**src/rtl/spdif_frame_sequencer.sv**
```systemverilog
// ----------------------------------------------------------------------------
// spdif_frame_sequencer
//
// Tracks the S/PDIF B/M/W preamble sequence of decoded subframes. It pairs
// left (B/M) and right (W) subframes into stereo samples, keeps frame count
// within the 192-frame block, and captures the first 32 left-channel C bits
// as the channel-status word.
//
// Optional feature macro: SPDIF_PARITY_CHECK_EN
//   When defined, a subframe with odd parity over sf_data and sf_vucp counts
//   as a sequence error. When undefined, the P bit is ignored.
//
// Ports
//   clk         rising-edge clock
//   rst         synchronous active-low reset
//   sf_valid    one-cycle strobe, a decoded subframe is present
//   sf_pre      preamble type: 0=B, 1=M, 2=W, 3=invalid
//   sf_data     audio sample bits 4..27
//   sf_vucp     {V,U,C,P} bits 28..31
//   smp_valid   stereo pair available (valid/ready handshake)
//   smp_ready   downstream accepts the pair
//   smp_l/smp_r left / right sample of the held pair
//   locked      LOCK_FRAMES consecutive good frames have been seen
//   frame_idx   current frame number in the block, 0..191
//   cs_word     first 32 left-channel C bits, bit n = frame n
//   cs_strobe   one-cycle pulse when cs_word updates
//   err_cnt     saturating count of sequence/parity errors
//   overrun     sticky, a completed pair was dropped
// ----------------------------------------------------------------------------
module spdif_frame_sequencer #(
    parameter int LOCK_FRAMES = 2
) (
    input  logic        clk,
    input  logic        rst,
    input  logic        sf_valid,
    input  logic [1:0]  sf_pre,
    input  logic [23:0] sf_data,
    input  logic [3:0]  sf_vucp,
    output logic        smp_valid,
    input  logic        smp_ready,
    output logic [23:0] smp_l,
    output logic [23:0] smp_r,
    output logic        locked,
    output logic [7:0]  frame_idx,
    output logic [31:0] cs_word,
    output logic        cs_strobe,
    output logic [7:0]  err_cnt,
    output logic        overrun
);

    localparam logic [1:0] PRE_B = 2'd0;
    localparam logic [1:0] PRE_M = 2'd1;
    localparam logic [1:0] PRE_W = 2'd2;

    localparam logic [7:0] LAST_FRAME = 8'd191;
    localparam logic [7:0] CS_FRAMES  = 8'd32;

    localparam int GW = (LOCK_FRAMES < 1) ? 1 : $clog2(LOCK_FRAMES + 1);
    localparam logic [GW-1:0] GOOD_MAX = GW'(LOCK_FRAMES);
    localparam logic [GW-1:0] GOOD_PRE = GW'(LOCK_FRAMES - 1);

    typedef enum logic [1:0] {
        HUNT   = 2'd0,
        EXP_W  = 2'd1,
        EXP_MB = 2'd2
    } state_t;

    state_t        state, state_next;
    logic [7:0]    idx_next;
    logic          latch_left;
    logic          pair_done;
    logic          seq_err;
    logic          par_err;
    logic [23:0]   left_hold;
    logic [31:0]   shadow;
    logic [GW-1:0] good_cnt;
    logic          c_bit;

    assign c_bit = sf_vucp[1];

`ifdef SPDIF_PARITY_CHECK_EN
    assign par_err = ^{sf_data, sf_vucp};
`else
    // V, U and P carry no meaning for sequencing without the parity check.
    logic unused_vucp;
    assign unused_vucp = ^{sf_vucp[3:2], sf_vucp[0]};
    assign par_err     = 1'b0;
`endif

    // ------------------------------------------------------------------
    // Next-state / decode
    // ------------------------------------------------------------------
    always_comb begin
        state_next = state;
        idx_next   = frame_idx;
        latch_left = 1'b0;
        pair_done  = 1'b0;
        seq_err    = 1'b0;

        if (sf_valid) begin
            if (par_err) begin
                seq_err = 1'b1;
            end else begin
                case (state)
                    HUNT: begin
                        // Only a block start gets us out of hunting; everything
                        // else is silently ignored.
                        if (sf_pre == PRE_B) begin
                            state_next = EXP_W;
                            idx_next   = 8'd0;
                            latch_left = 1'b1;
                        end
                    end
                    EXP_W: begin
                        if (sf_pre == PRE_W) begin
                            state_next = EXP_MB;
                            pair_done  = 1'b1;
                        end else begin
                            seq_err = 1'b1;
                        end
                    end
                    EXP_MB: begin
                        if (sf_pre == PRE_M && frame_idx != LAST_FRAME) begin
                            state_next = EXP_W;
                            idx_next   = frame_idx + 8'd1;
                            latch_left = 1'b1;
                        end else if (sf_pre == PRE_B && frame_idx == LAST_FRAME) begin
                            state_next = EXP_W;
                            idx_next   = 8'd0;
                            latch_left = 1'b1;
                        end else begin
                            seq_err = 1'b1;
                        end
                    end
                    default: state_next = HUNT;
                endcase
            end

            // An offending B is still a plausible block start, so restart
            // on it directly instead of waiting for the next one.
            if (seq_err) begin
                idx_next = 8'd0;
                if (sf_pre == PRE_B) begin
                    state_next = EXP_W;
                    latch_left = 1'b1;
                end else begin
                    state_next = HUNT;
                    latch_left = 1'b0;
                end
            end
        end
    end

    // ------------------------------------------------------------------
    // State, sample path, status
    // ------------------------------------------------------------------
    always_ff @(posedge clk) begin
        if (!rst) begin
            state     <= HUNT;
            frame_idx <= '0;
            left_hold <= '0;
            smp_valid <= 1'b0;
            smp_l     <= '0;
            smp_r     <= '0;
            locked    <= 1'b0;
            good_cnt  <= '0;
            cs_word   <= '0;
            shadow    <= '0;
            cs_strobe <= 1'b0;
            err_cnt   <= '0;
            overrun   <= 1'b0;
        end else begin
            state     <= state_next;
            frame_idx <= idx_next;
            cs_strobe <= 1'b0;

            if (seq_err) begin
                if (err_cnt != 8'hFF) err_cnt <= err_cnt + 8'd1;
                good_cnt  <= '0;
                locked    <= 1'b0;
                left_hold <= '0;
                shadow    <= '0;
            end

            // Later bit write overrides the error clear for the restart B.
            if (latch_left) begin
                left_hold <= sf_data;
                if (idx_next < CS_FRAMES) shadow[idx_next[4:0]] <= c_bit;
            end

            if (pair_done) begin
                if (good_cnt != GOOD_MAX) good_cnt <= good_cnt + 1'b1;
                // good_cnt saturates, so this also holds locked once reached.
                if (good_cnt >= GOOD_PRE) locked <= 1'b1;
                if (frame_idx == CS_FRAMES - 8'd1) begin
                    cs_word   <= shadow;
                    cs_strobe <= 1'b1;
                end
            end

            // Output slot: a new pair may replace one leaving in the same
            // cycle; a pair arriving against a stalled slot is dropped.
            if (pair_done && (!smp_valid || smp_ready)) begin
                smp_valid <= 1'b1;
                smp_l     <= left_hold;
                smp_r     <= sf_data;
            end else if (pair_done) begin
                overrun <= 1'b1;
            end else if (smp_valid && smp_ready) begin
                smp_valid <= 1'b0;
            end
        end
    end

endmodule
```
**config.mk**
```make
export PLATFORM = sky130hd
export DESIGN_NAME = spdif_frame_sequencer
export DESIGN_NICKNAME = d
export VERILOG_FILES = /design/src/rtl/spdif_frame_sequencer.sv
export SDC_FILE = /design/constraint.sdc
export NUM_CORES = 1
export LEC_CHECK = 0
export BUFFER_PORTS_ARGS = -buffer_cell sky130_fd_sc_hd__buf_2
export CORE_ASPECT_RATIO = 0.6
export CORE_MARGIN = 10
export CORE_UTILIZATION = 55
export CTS_CLUSTER_DIAMETER = 150
export CTS_CLUSTER_SIZE = 28
export DETAILED_ROUTE_END_ITERATION = 16
export GPL_ROUTABILITY_DRIVEN = 0
export PLACE_DENSITY = 0.91
export SLEW_MARGIN = 20
export SYNTH_ARGS = -nofsm -noshare
export SYNTH_HDL_FRONTEND = slang
export SYNTH_SLANG_ARGS = --single-unit
```
**constraint.sdc**
```tcl
create_clock -name clk -period 3.87 [get_ports clk]
set_input_delay 0.5805 -clock clk [delete_from_list [all_inputs] [get_ports clk]]
set_output_delay 0.5805 -clock clk [all_outputs]
set_load 0.02 [all_outputs]
```
After elaboration in Yosys (flattened, before gate mapping)
Index checks and enable logic that the tools add are counted.
{"block": "classes", "bitwise": 1, "mux": 47, "eq_ne": 13, "n_lt_le_gt_ge": 4, "reduce_logical": 17, "add_sub_neg": 3}
{"op": "32-bit 2-to-1 mux", "n": 4}
{"op": "24-bit 2-to-1 mux", "n": 2}
{"op": "8-bit 2-to-1 mux", "n": 5}
{"op": "32-bit bitwise mux", "n": 1}
{"op": "1-bit 2-to-1 mux", "n": 22}
{"op": "8-bit by 1-bit adder with 8-bit output (second input constant)", "n": 2}
{"op": "2-bit 2-to-1 mux", "n": 8}
{"op": "8-bit inequality test (second input constant)", "n": 2}
{"op": "8-bit one-hot mux with 2 select lines", "n": 1}
{"op": "2-bit AND reduction", "n": 5}
{"op": "8-bit by 5-bit equality test with 1-bit output (second input constant)", "n": 1}
{"op": "8-bit equality test (second input constant)", "n": 1}
{"op": "8-bit by 6-bit less-than comparator with 1-bit output (second input constant)", "n": 1}
{"op": "5-bit by 6-bit less-than comparator with 1-bit output (second input constant)", "n": 1}
{"op": "3-bit inequality test (second input constant)", "n": 2}
{"op": "2-bit one-hot mux with 3 select lines", "n": 1}
{"op": "1-bit demux with 5-bit select", "n": 1}
{"op": "5-bit by 1-bit greater-or-equal comparator with 1-bit output (second input constant)", "n": 1}
{"op": "1-bit logical AND", "n": 5}
{"op": "2-bit by 1-bit equality test with 1-bit output (second input constant)", "n": 2}
{"op": "2-bit equality test (second input constant)", "n": 2}
{"op": "2-bit zero test", "n": 2}
{"op": "4-bit inequality test (second input constant)", "n": 1}
{"op": "1-bit one-hot mux with 2 select lines", "n": 2}
{"op": "other kinds (9)", "n": 10}
{"block": "word_totals", "wordCells": 98, "out_inout_bits": 100, "reg_bits": 160, "inputBits": 34}

Logic depth before layout (Yosys ltp)
Gate-level depths: netlist (run 1).
{"block": "logic_depth", "depth_word": 15, "depth_mapped": 13, "mapped_depth_nobuf": 9}

Worst setup path after synthesis (run 1)
OpenSTA, ideal clock, no wires.
{"block": "synth_timing", "kind": "register to register", "startpoint": "register frame_idx[0]", "endpoint": "register shadow[0]", "stages_incl_launch_ff": 11, "arrival_ps": 2864, "synth_period_minus_slack_ps": 2997, "slack_ps": 873, "setup_ps": 132, "path_buffers": 2, "required_time_ps": 3738, "cell_sequence": "dfxtp_1 ha_1 and4b_4 a2111oi_4 nor3_2 o32a_1 buf_2 nor4_4 buf_6 nand4_1 mux2i_1"}
{"block": "synth_via", "elab_chain_len": 15, "word_cells_on_any_way": 32, "classes_between": "add/sub (1); order compare (3); eq/ne (2); mux (23); reduce/logical (3)"}
{"item": "start: declaration", "line_no": "44", "rtl": "output logic [7:0] frame_idx,"}
{"item": "start signal: assignment", "line_no": "174", "rtl": "frame_idx <= idx_next;"}
{"item": "parallel branches: the longest is 14 deep, another holds 8-bit by 1-bit adder with 8-bit output"}
{"item": "32-bit 2-to-1 mux *", "line_no": "186", "rtl": "if (latch_left) begin"}
{"item": "end signal: indexed assignment", "line_no": "188", "rtl": "if (idx_next < CS_FRAMES) shadow[idx_next[4:0]] <= c_bit;"}
{"item": "end: declaration", "line_no": "75", "rtl": "logic [31:0] shadow;"}
Mark *: on every way between the ends. The select of a mux whose other input is x is not followed.
A chain may end at the register's enable or synchronous reset.

Worst setup path after layout (run 1)
{"block": "layout_timing", "startpoint": "register frame_idx[1]", "endpoint": "register shadow[24]"}
Same word-level chain as after synthesis.

==> results of run 1 <==
cell usage in the layout (no fill, tap or decap), types with 7 or more instances in the layout:
cell type	synthesis	final
buf_2	4	130
nand3_1	36	36
o21ai_0	9	9
nand4_1	29	29
inv_1	10	10
nand2_1	233	233
mux2i_1	33	33
a21oi_1	119	119
buf_4	0	15
clkbuf_16	0	17
nor2_1	30	30
dfxtp_1	160	160
nor3_1	8	7
worst max-delay path: cells and delay by family (launching register included):
family / cells / cell delay (ns)
multiplexers: 1 / 0.19
adder cells (fa/ha/maj): 1 / 0.33
AO/OA/AOI/OAI: 3 / 0.85
flip-flops: 1 / 0.53
buffers and inverters: 1 / 0.24
AND/OR/NAND/NOR: 3 / 1.22
area by class of cell:
cell class	count	area [um^2]	share of cell area
tap	165	206	0.0257
multi-input combinational	595	3230	0.402
timing repair buffer	145	763	0.0951
clock buffer	18	429	0.0535
inverter	11	42.5	0.00530
clock inverter	14	154	0.0192
sequential	160	3200	0.399
Yosys cell counts, types with 2 or more instances:
| cell | number |
|---|---|
| or2_2 | 2 |
| and2_1 | 6 |
| dfxtp_1 | 160 |
| o221ai_1 | 2 |
| ha_1 | 6 |
| o21ai_0 | 9 |
| a211oi_1 | 4 |
| inv_1 | 10 |
| nand4_1 | 29 |
| nor2b_1 | 6 |
| nor3_1 | 8 |
| nand3_1 | 36 |
| a21oi_1 | 119 |
| nand4b_1 | 6 |
| xor2_1 | 4 |
| a311oi_1 | 2 |
| nor4_1 | 4 |
| nor4_4 | 2 |
| buf_6 | 5 |
| o211a_2 | 2 |
| xnor2_1 | 2 |
| or3_1 | 2 |
| o32ai_1 | 2 |
| mux2i_1 | 33 |
| nand2b_1 | 2 |
| o22ai_1 | 2 |
| buf_1 | 4 |
| or2_1 | 2 |
| a31oi_1 | 5 |
| nor2_1 | 30 |
| o211ai_1 | 3 |
| nand2_1 | 233 |
| and4_1 | 5 |
| buf_2 | 4 |
| and3_1 | 6 |
| clkbuf_1 | 46 |
registers in the layout, summed over array words and instances, names as in the netlist, 2 cells and up:
name	count
cs_word	32
err_cnt	8
frame_idx	8
good_cnt	2
left_hold	24
shadow	32
smp_l	24
smp_r	24
state	2
routing by layer:
layer	vias to the layer above	wire [um]	GRT usage
li1	3060	-	-
met1	2942	8140	0.276
met2	315	7950	0.309
met3	36	2270	0.0901
met4	0	210	0.0378
met5	-	0	0.0114
worst paths after layout:
check	endpoint	slack, ns	from	depth (start not counted)
max	shadow[24]	0.33	frame_idx[1]	9
min	smp_r[16]	0.40	sf_data[16]	3
max reg2reg	shadow[24]	0.33	frame_idx[1]	9
min reg2reg	cs_word[24]	0.45	cs_word[24]	2
cells by family after synthesis:
| logic type | count (synthesis) | share of synthesized area |
|---|---|---|
| DFF | 160 | 0.477 |
| muxes | 33 | 0.0492 |
| adders and majority gates | 6 | 0.0112 |
| xor gates and xnor gates | 6 | 0.00783 |
| and+or+nand+nor | 384 | 0.263 |
| buffers and inverters | 70 | 0.0455 |
| AOI/OAI and AO/OA | 166 | 0.145 |
through the flow:
stage / util / instance area, um^2 / hold slack (ns) / std cells / total power, uW
after global routing: 0.670 / 8030 / 0.395 / 1108 / 3650
after floorplan: - / 6710 / 0.432 / 825 / 1860
after CTS: 0.669 / 8020 / 0.387 / 1108 / 3550
final: 0.670 / 8030 / 0.403 / 1108 / 3530
after detailed placement: 0.621 / 7440 / 0.440 / 1076 / 1930
after global placement: 0.621 / 7440 / 0.436 / 1076 / 1930
power groups by stage:
stage               registers (uW)  clock network [uW]  logic, uW
global placement              1710                   0        213
finish                        1680                1630        225
CTS                           1680                1650        221
detailed placement            1710                   0        219
global route                  1680                1730        244
floorplan                     1720                   0        144
==> qor.csv, run 1 <==
metric;value;unit
sequential fraction of the synthesis area;0.477;
fin crit period;3.54;ns
number of gates resized after cts;0;
Setup WS pre-CTS;0.649;ns
WP data required;4.11;ns
vias post-DR;6353;
layout cells sized above 1;0.206;
hpwl dp;12800;um
htree depth;4;
drt pass-1 iters;5;
first-pass GRT wire length;30000;um
max frequency;0.283;GHz
Netlist cell types;58;
CTS Hold Buffers Added;0;
Clk pwr share;0.462;
Slew @ Worst Pin;1.03;ns
num ports;134;
P&R area growth vs syn;19.6;%
Seq cells post-synth;160;
grt total ovfl;0;
status;finished clean;
cell row count;31;
Slew HR;0.310;
number of synthesized flops with an enable pin;0;
Final Hold Vio Count;0;
PD cells;440;nW/um^2
number of global-route vias before repair;6077;
Tcrit/Tclk final;0.914;
Critical Path Max Stage Delay;0.65;ns
die area;17200;um^2
Psw;890;uW
P_int;2640;uW
Vias per Instance;5.73;
nets;970;
Diodes inserted;0;
area fraction of the dominant cell type after synthesis;0.477;
dominant synthesized flop cell;dfxtp_1;
CTS tree;yes;
worst-path cell chain;ha_1 > and4b_4 > a2111oi_4 > o32ai_1 > o221ai_1 > buf_4 > nor3_1 > nand4_1 > mux2i_1;
peak supply drop;0.000311;V
total CTS buffers;17;
top post-synthesis cells by area;dfxtp_1, nand2_1, a21oi_1, mux2i_1, nand4_1;
Post-Syn Area;6710;um^2
MaxCap Viol Count;0;
clock sink total;160;
syn nets;865;
Clock transition at path regs;0.07;ns
Ys Warns;0;
Sw Share;0.252;
Syn Area/Cell;8.13;um^2
# fillers;989;
CP Launch Type;flop;
port bufs;130;
Starting Density;0.560;
CP Class;flop to flop;
largest net degree at the start of global routing;63;
TNS Setup;0;ns
crit path DAT;3.78;ns
Die Ht;106;um
worst-case clock buffer depth;2;
clk_skew;0.0111;ns
post-synth top area cell;dfxtp_1;
max-slew violations;0;
Core ar.;12000;um^2
Final setup viols;0;
die width;163;um
crit path max fanout;8;
Static Leak;0.00322;uW
asr flop ratio synth;0;
Setup crit end kind;flop;
sequential power share;0.474;
Mapped Cells;825;
Comb pwr share;0.064;
post-CTS setup buffer count;0;
Setup WS post-layout;0.332;ns
WL final;18600;um
DR WL/cell;16.8;um
worst hold-check path type;primary input to flop;
worst skew pair latency;0.42;ns
gr usage total;0.208;
Slowest cell on crit path;nor3_1;
antenna-violating nets left;0;
RSZ-0062 raised after global routing;false;
drt drc;0;
Iter 0 DRT Violations;789;
Root Driver;clkbuf_16;
antenna violations before repair;0;
No activity file was read; power rests on OpenSTA's default activity.
==> run 2: changes to the inputs <==
--- a/config.mk
+++ b/config.mk
@@ -8,12 +8,12 @@
 export BUFFER_PORTS_ARGS = -buffer_cell sky130_fd_sc_hd__buf_2
 export CORE_ASPECT_RATIO = 0.6
 export CORE_MARGIN = 10
-export CORE_UTILIZATION = 55
+export CORE_UTILIZATION = 59
 export CTS_CLUSTER_DIAMETER = 150
 export CTS_CLUSTER_SIZE = 28
 export DETAILED_ROUTE_END_ITERATION = 16
 export GPL_ROUTABILITY_DRIVEN = 0
-export PLACE_DENSITY = 0.91
+export PLACE_DENSITY = 0.95
 export SLEW_MARGIN = 20
 export SYNTH_ARGS = -nofsm -noshare
 export SYNTH_HDL_FRONTEND = slang
==> constraint.sdc (replaced) <==
create_clock -name clk -period 4.2 [get_ports clk]
set_input_delay 0.63 -clock clk [delete_from_list [all_inputs] [get_ports clk]]
set_output_delay 0.63 -clock clk [all_outputs]
set_load 0.02 [all_outputs]
==> run 2 against run 1 <==
Against the previous run: global-route usage rose by 1.5 points; combinational power decreased by 8%; wire length decreased by 1.3%; die area shrank 5.7%; count of clock-buffer cells in the layout stayed put; critical path depth is 1 lower; cell count shrank 2.4%; flip-flop and latch count unchanged; worst hold slack improved by 0.043 ns; clock power shrank 7%; critical path type unchanged.
==> qor.csv, run 2 (same netlist as run 1, synthesis figures left out) <==
metric;value;unit
hpwl dp;12600;um
fin crit period;3.61;ns
max-slew violations;0;
Slew @ Worst Pin;1.08;ns
Clk pwr share;0.463;
largest registers;cs_word: 32 flops, shadow: 32 flops;
WP data required;4.45;ns
drt drc;0;
Psw;820;uW
antenna-violating nets left;0;
nets;964;
first-pass GRT wire length;29500;um
port bufs;130;
num ports;134;
total CTS buffers;17;
WL final;18300;um
P_int;2440;uW
Setup crit end kind;flop;
sequential power share;0.474;
htree depth;4;
grt total ovfl;0;
clk_skew;0.0129;ns
crit path max fanout;7;
worst hold-check path type;flop to flop;
DR WL/cell;17.0;um
worst-case clock buffer depth;2;
P&R area growth vs syn;18.4;%
internal reg-to-reg setup slack;0.59;ns
Root Driver;clkbuf_16;
Power, Total;3260;uW
RSZ-0062 raised after global routing;false;
Static Leak;0.00320;uW
# fillers;883;
final std cells w/o fill;1081;
commonest non-fill, non-tap cells in the layout;nand2_1, dfxtp_1, buf_2;
layout cells sized above 1;0.200;
Sw Share;0.252;
vias post-DR;6310;
Tcrit/Tclk final;0.860;
Starting Density;0.598;
Vias per Instance;5.84;
Final setup viols;0;
Die Ht;103;um
gr usage total;0.222;
Slew HR;0.274;
die width;158;um
die area;16200;um^2
drt pass-1 iters;5;
Cells after DPL;1049;
antenna violations before repair;0;
CP Launch Type;flop;
clock sink total;160;
Diodes inserted;0;
worst skew pair latency;0.42;ns
status;finished clean;
peak supply drop;0.000305;V
Final Hold Vio Count;0;
PD cells;410;nW/um^2
MaxCap Viol Count;0;
TNS Setup;0;ns
number of global-route vias before repair;5859;
Iter 0 DRT Violations;624;
number of gates resized after cts;0;
Core ar.;11200;um^2
largest net degree at the start of global routing;58;
Clock transition at path regs;0.07;ns
commonest non-fill, non-tap cell in the layout;nand2_1;
cell row count;30;
max frequency;0.277;GHz
CP Class;flop to flop;
post-CTS setup buffer count;0;
CTS Hold Buffers Added;0;
Comb pwr share;0.063;
crit path DAT;3.86;ns
CTS tree;yes;
-- run 2: worst paths after layout --
path	start	endpoint	depth (start not counted)
min	left_hold[6]	smp_l[6]	2
max reg2reg	frame_idx[1]	shadow[6]	8
max	frame_idx[1]	shadow[6]	8
min reg2reg	left_hold[6]	smp_l[6]	2
-- run 2: per-layer routing --
layer / share of wire / GRT usage / up-vias
met5: 0 / 0 / -
met4: 0.013 / 0.0587 / 0
met3: 0.10 / 0.0767 / 28
met2: 0.45 / 0.342 / 303
met1: 0.44 / 0.293 / 2926
li1: - / - / 3053
-- run 2: per-stage QoR --
| step | util | hold WS, ns | area (um^2) | worst slack, ns |
|---|---|---|---|---|
| 6_report | 0.708 | 0.446 | 7950 | 0.589 |
| 5_1_grt | 0.708 | 0.456 | 7950 | 0.438 |
| 4_1_cts | 0.708 | 0.444 | 7940 | 0.756 |
| 3_5_place_dp | 0.657 | 0.442 | 7370 | 0.798 |
| 3_3_place_gp | 0.657 | 0.437 | 7370 | 0.876 |
| 2_1_floorplan | - | 0.432 | 6710 | 1.20 |
-- run 2: final cells by class --
class | instances | area [um^2] | area share
Timing Repair Buffer | 139 | 718 | 0.0904
Inverter | 11 | 42.5 | 0.00535
Clock inverter | 14 | 146 | 0.0184
Multi-Input combinational cell | 595 | 3230 | 0.406
Tap cell | 144 | 180 | 0.0227
Clock buffer | 18 | 429 | 0.0540
Sequential cell | 160 | 3200 | 0.403
-- run 2: power by group through the flow --
stage                     logic [uW]  registers (uW)  clock network [uW]
after floorplan                  133            1580                   0
after global placement           194            1580                   0
after detailed placement         198            1580                   0
after CTS                        201            1540                1520
after global routing             225            1550                1600
final                            206            1540                1510
-- run 2: worst max-delay path: stages (launching register included) --
cell	delay (ns)
dfxtp_1	0.51
ha_1	0.39
nand4b_1	0.29
nor4_4	0.46
or4_1	0.25
o211ai_1	0.18
a211oi_1	0.95
nand4_1	0.24
mux2i_1	0.18
==> run 3: changes to the inputs <==
--- a/config.mk
+++ b/config.mk
@@ -8,12 +8,12 @@
 export BUFFER_PORTS_ARGS = -buffer_cell sky130_fd_sc_hd__buf_2
 export CORE_ASPECT_RATIO = 0.6
 export CORE_MARGIN = 10
-export CORE_UTILIZATION = 59
+export CORE_UTILIZATION = 45
 export CTS_CLUSTER_DIAMETER = 150
 export CTS_CLUSTER_SIZE = 28
 export DETAILED_ROUTE_END_ITERATION = 16
 export GPL_ROUTABILITY_DRIVEN = 0
-export PLACE_DENSITY = 0.95
+export PLACE_DENSITY = 0.78
 export SLEW_MARGIN = 20
 export SYNTH_ARGS = -nofsm -noshare
 export SYNTH_HDL_FRONTEND = slang
==> run 3 against run 2 <==
Against the previous run: utilization down 15 points; clock skew about the same; setup slack worse by 0.12 ns; critical path type unchanged; fmax is 3.2% lower; highest routed layer unchanged; global-route usage decreased by 4.5 points; sequential share of layout area shrank 0.53 points.
==> qor.csv, run 3 (same netlist as run 1, synthesis figures left out) <==
metric;value;unit
status;finished clean;
total CTS buffers;17;
Setup WS pre-CTS;0.735;ns
antenna violations before repair;1;
layout cells sized above 1;0.202;
CTS Hold Buffers Added;0;
WP data required;4.44;ns
num ports;134;
MaxCap Viol Count;0;
port bufs;130;
Power, Total;3290;uW
WL final;18700;um
Core ar.;14500;um^2
Critical Path Max Stage Delay;0.81;ns
antenna-violating nets left;0;
RSZ-0062 raised after global routing;false;
crit path max fanout;8;
Setup crit end kind;flop;
worst-case clock buffer depth;2;
cell row count;34;
Worst Reg-to-Reg Cells;8;
Slew HR;0.294;
number of gates resized after cts;0;
Iter 0 DRT Violations;641;
Setup WS post-layout;0.469;ns
Slowest cell on crit path;nor3_1;
max-slew violations;0;
Critical R2R Capture;shadow[26];
die width;178;um
Slew @ Worst Pin;1.06;ns
nets;966;
hpwl dp;12900;um
Critical Path Start;frame_idx[1];
CTS tree;yes;
Clock transition at path regs;0.06;ns
Tcrit/Tclk final;0.888;
Vias per Instance;5.50;
Critical Path End;shadow[26];
htree depth;4;
Die Ht;115;um
post-CTS setup buffer count;0;
worst reg2reg startpoint;frame_idx[1];
worst hold-check path type;flop to flop;
max frequency;0.268;GHz
Starting Density;0.461;
Root Driver;clkbuf_16;
PD cells;409;nW/um^2
first-pass GRT wire length;29800;um
Final setup viols;0;
grt total ovfl;0;
clk_skew;0.0127;ns
internal reg-to-reg setup slack;0.47;ns
TNS Setup;0;ns
peak supply drop;0.000208;V
Final Hold Vio Count;0;
P&R area growth vs syn;20.0;%
commonest non-fill, non-tap cell in the layout;nand2_1;
worst-path cell chain;ha_1 > and4b_4 > a2111oi_4 > o32ai_1 > o221ai_1 > nor3_1 > nand4_1 > mux2i_1;
clock sink total;160;
Static Leak;0.00321;uW
drt pass-1 iters;7;
CP Class;flop to flop;
largest registers;cs_word: 32 flops, shadow: 32 flops;
DR WL/cell;16.4;um
commonest non-fill, non-tap cells in the layout;nand2_1, dfxtp_1, buf_2;
number of global-route vias before repair;5722;
die area;20400;um^2
crit path DAT;3.97;ns
gr usage total;0.178;
CP Launch Type;flop;
fin crit period;3.73;ns
largest net degree at the start of global routing;63;
drt drc;0;
vias post-DR;6255;
worst skew pair latency;0.42;ns
run 3: how the worst min path moves through the flow:
stage                       from            to  cells after the start  slack (ns)
floorplan           left_hold[0]      smp_l[0]                      2        0.43
global placement     cs_word[17]   cs_word[17]                      2        0.44
detailed placement   cs_word[23]   cs_word[23]                      2        0.44
CTS                  sf_data[12]     smp_r[12]                      3        0.44
global route          sf_data[3]  left_hold[3]                      3        0.44
finish               cs_word[23]   cs_word[23]                      2        0.45
run 3: cell type report:
class	instances	area (um^2)
Clock inverter	13	151
Antenna cell	1	2.50
Clock buffer	19	443
Sequential cell	160	3200
Multi-Input combinational cell	595	3230
Timing Repair Buffer	141	733
Tap cell	198	248
Fill cell	1384	6500
Inverter	11	42.5
run 3: power breakdown:
part           switching (uW)  internal (uW)
registers                9.80           1530
clock network             683            857
logic                     142           63.2
total                     835           2450
run 3: per-stage QoR:
step | std cells | hold WS [ns] | area (um^2) | utilization
2_1_floorplan | 825 | 0.432 | 6710 | -
3_3_place_gp | 1105 | 0.436 | 7450 | 0.512
3_5_place_dp | 1105 | 0.440 | 7450 | 0.512
4_1_cts | 1137 | 0.436 | 8050 | 0.553
5_1_grt | 1137 | 0.443 | 8050 | 0.553
6_report | 1138 | 0.447 | 8050 | 0.553
run 3: critical path, delay by kind of cell, from the launching register on:
family / cells / cell delay (ns)
compound gates: 3 / 1.09
fa+ha+maj: 1 / 0.40
flops: 1 / 0.51
mux: 1 / 0.17
simple gates: 3 / 1.39
run 3: per-layer routing:
metal / vias to the layer above / wire length, um / GRT usage
li1: 3049 / - / -
met1: 2955 / 8990 / 0.245
met2: 241 / 7700 / 0.251
met3: 10 / 1930 / 0.0761
met4: 0 / 81 / 0.0376
met5: - / 0 / 0
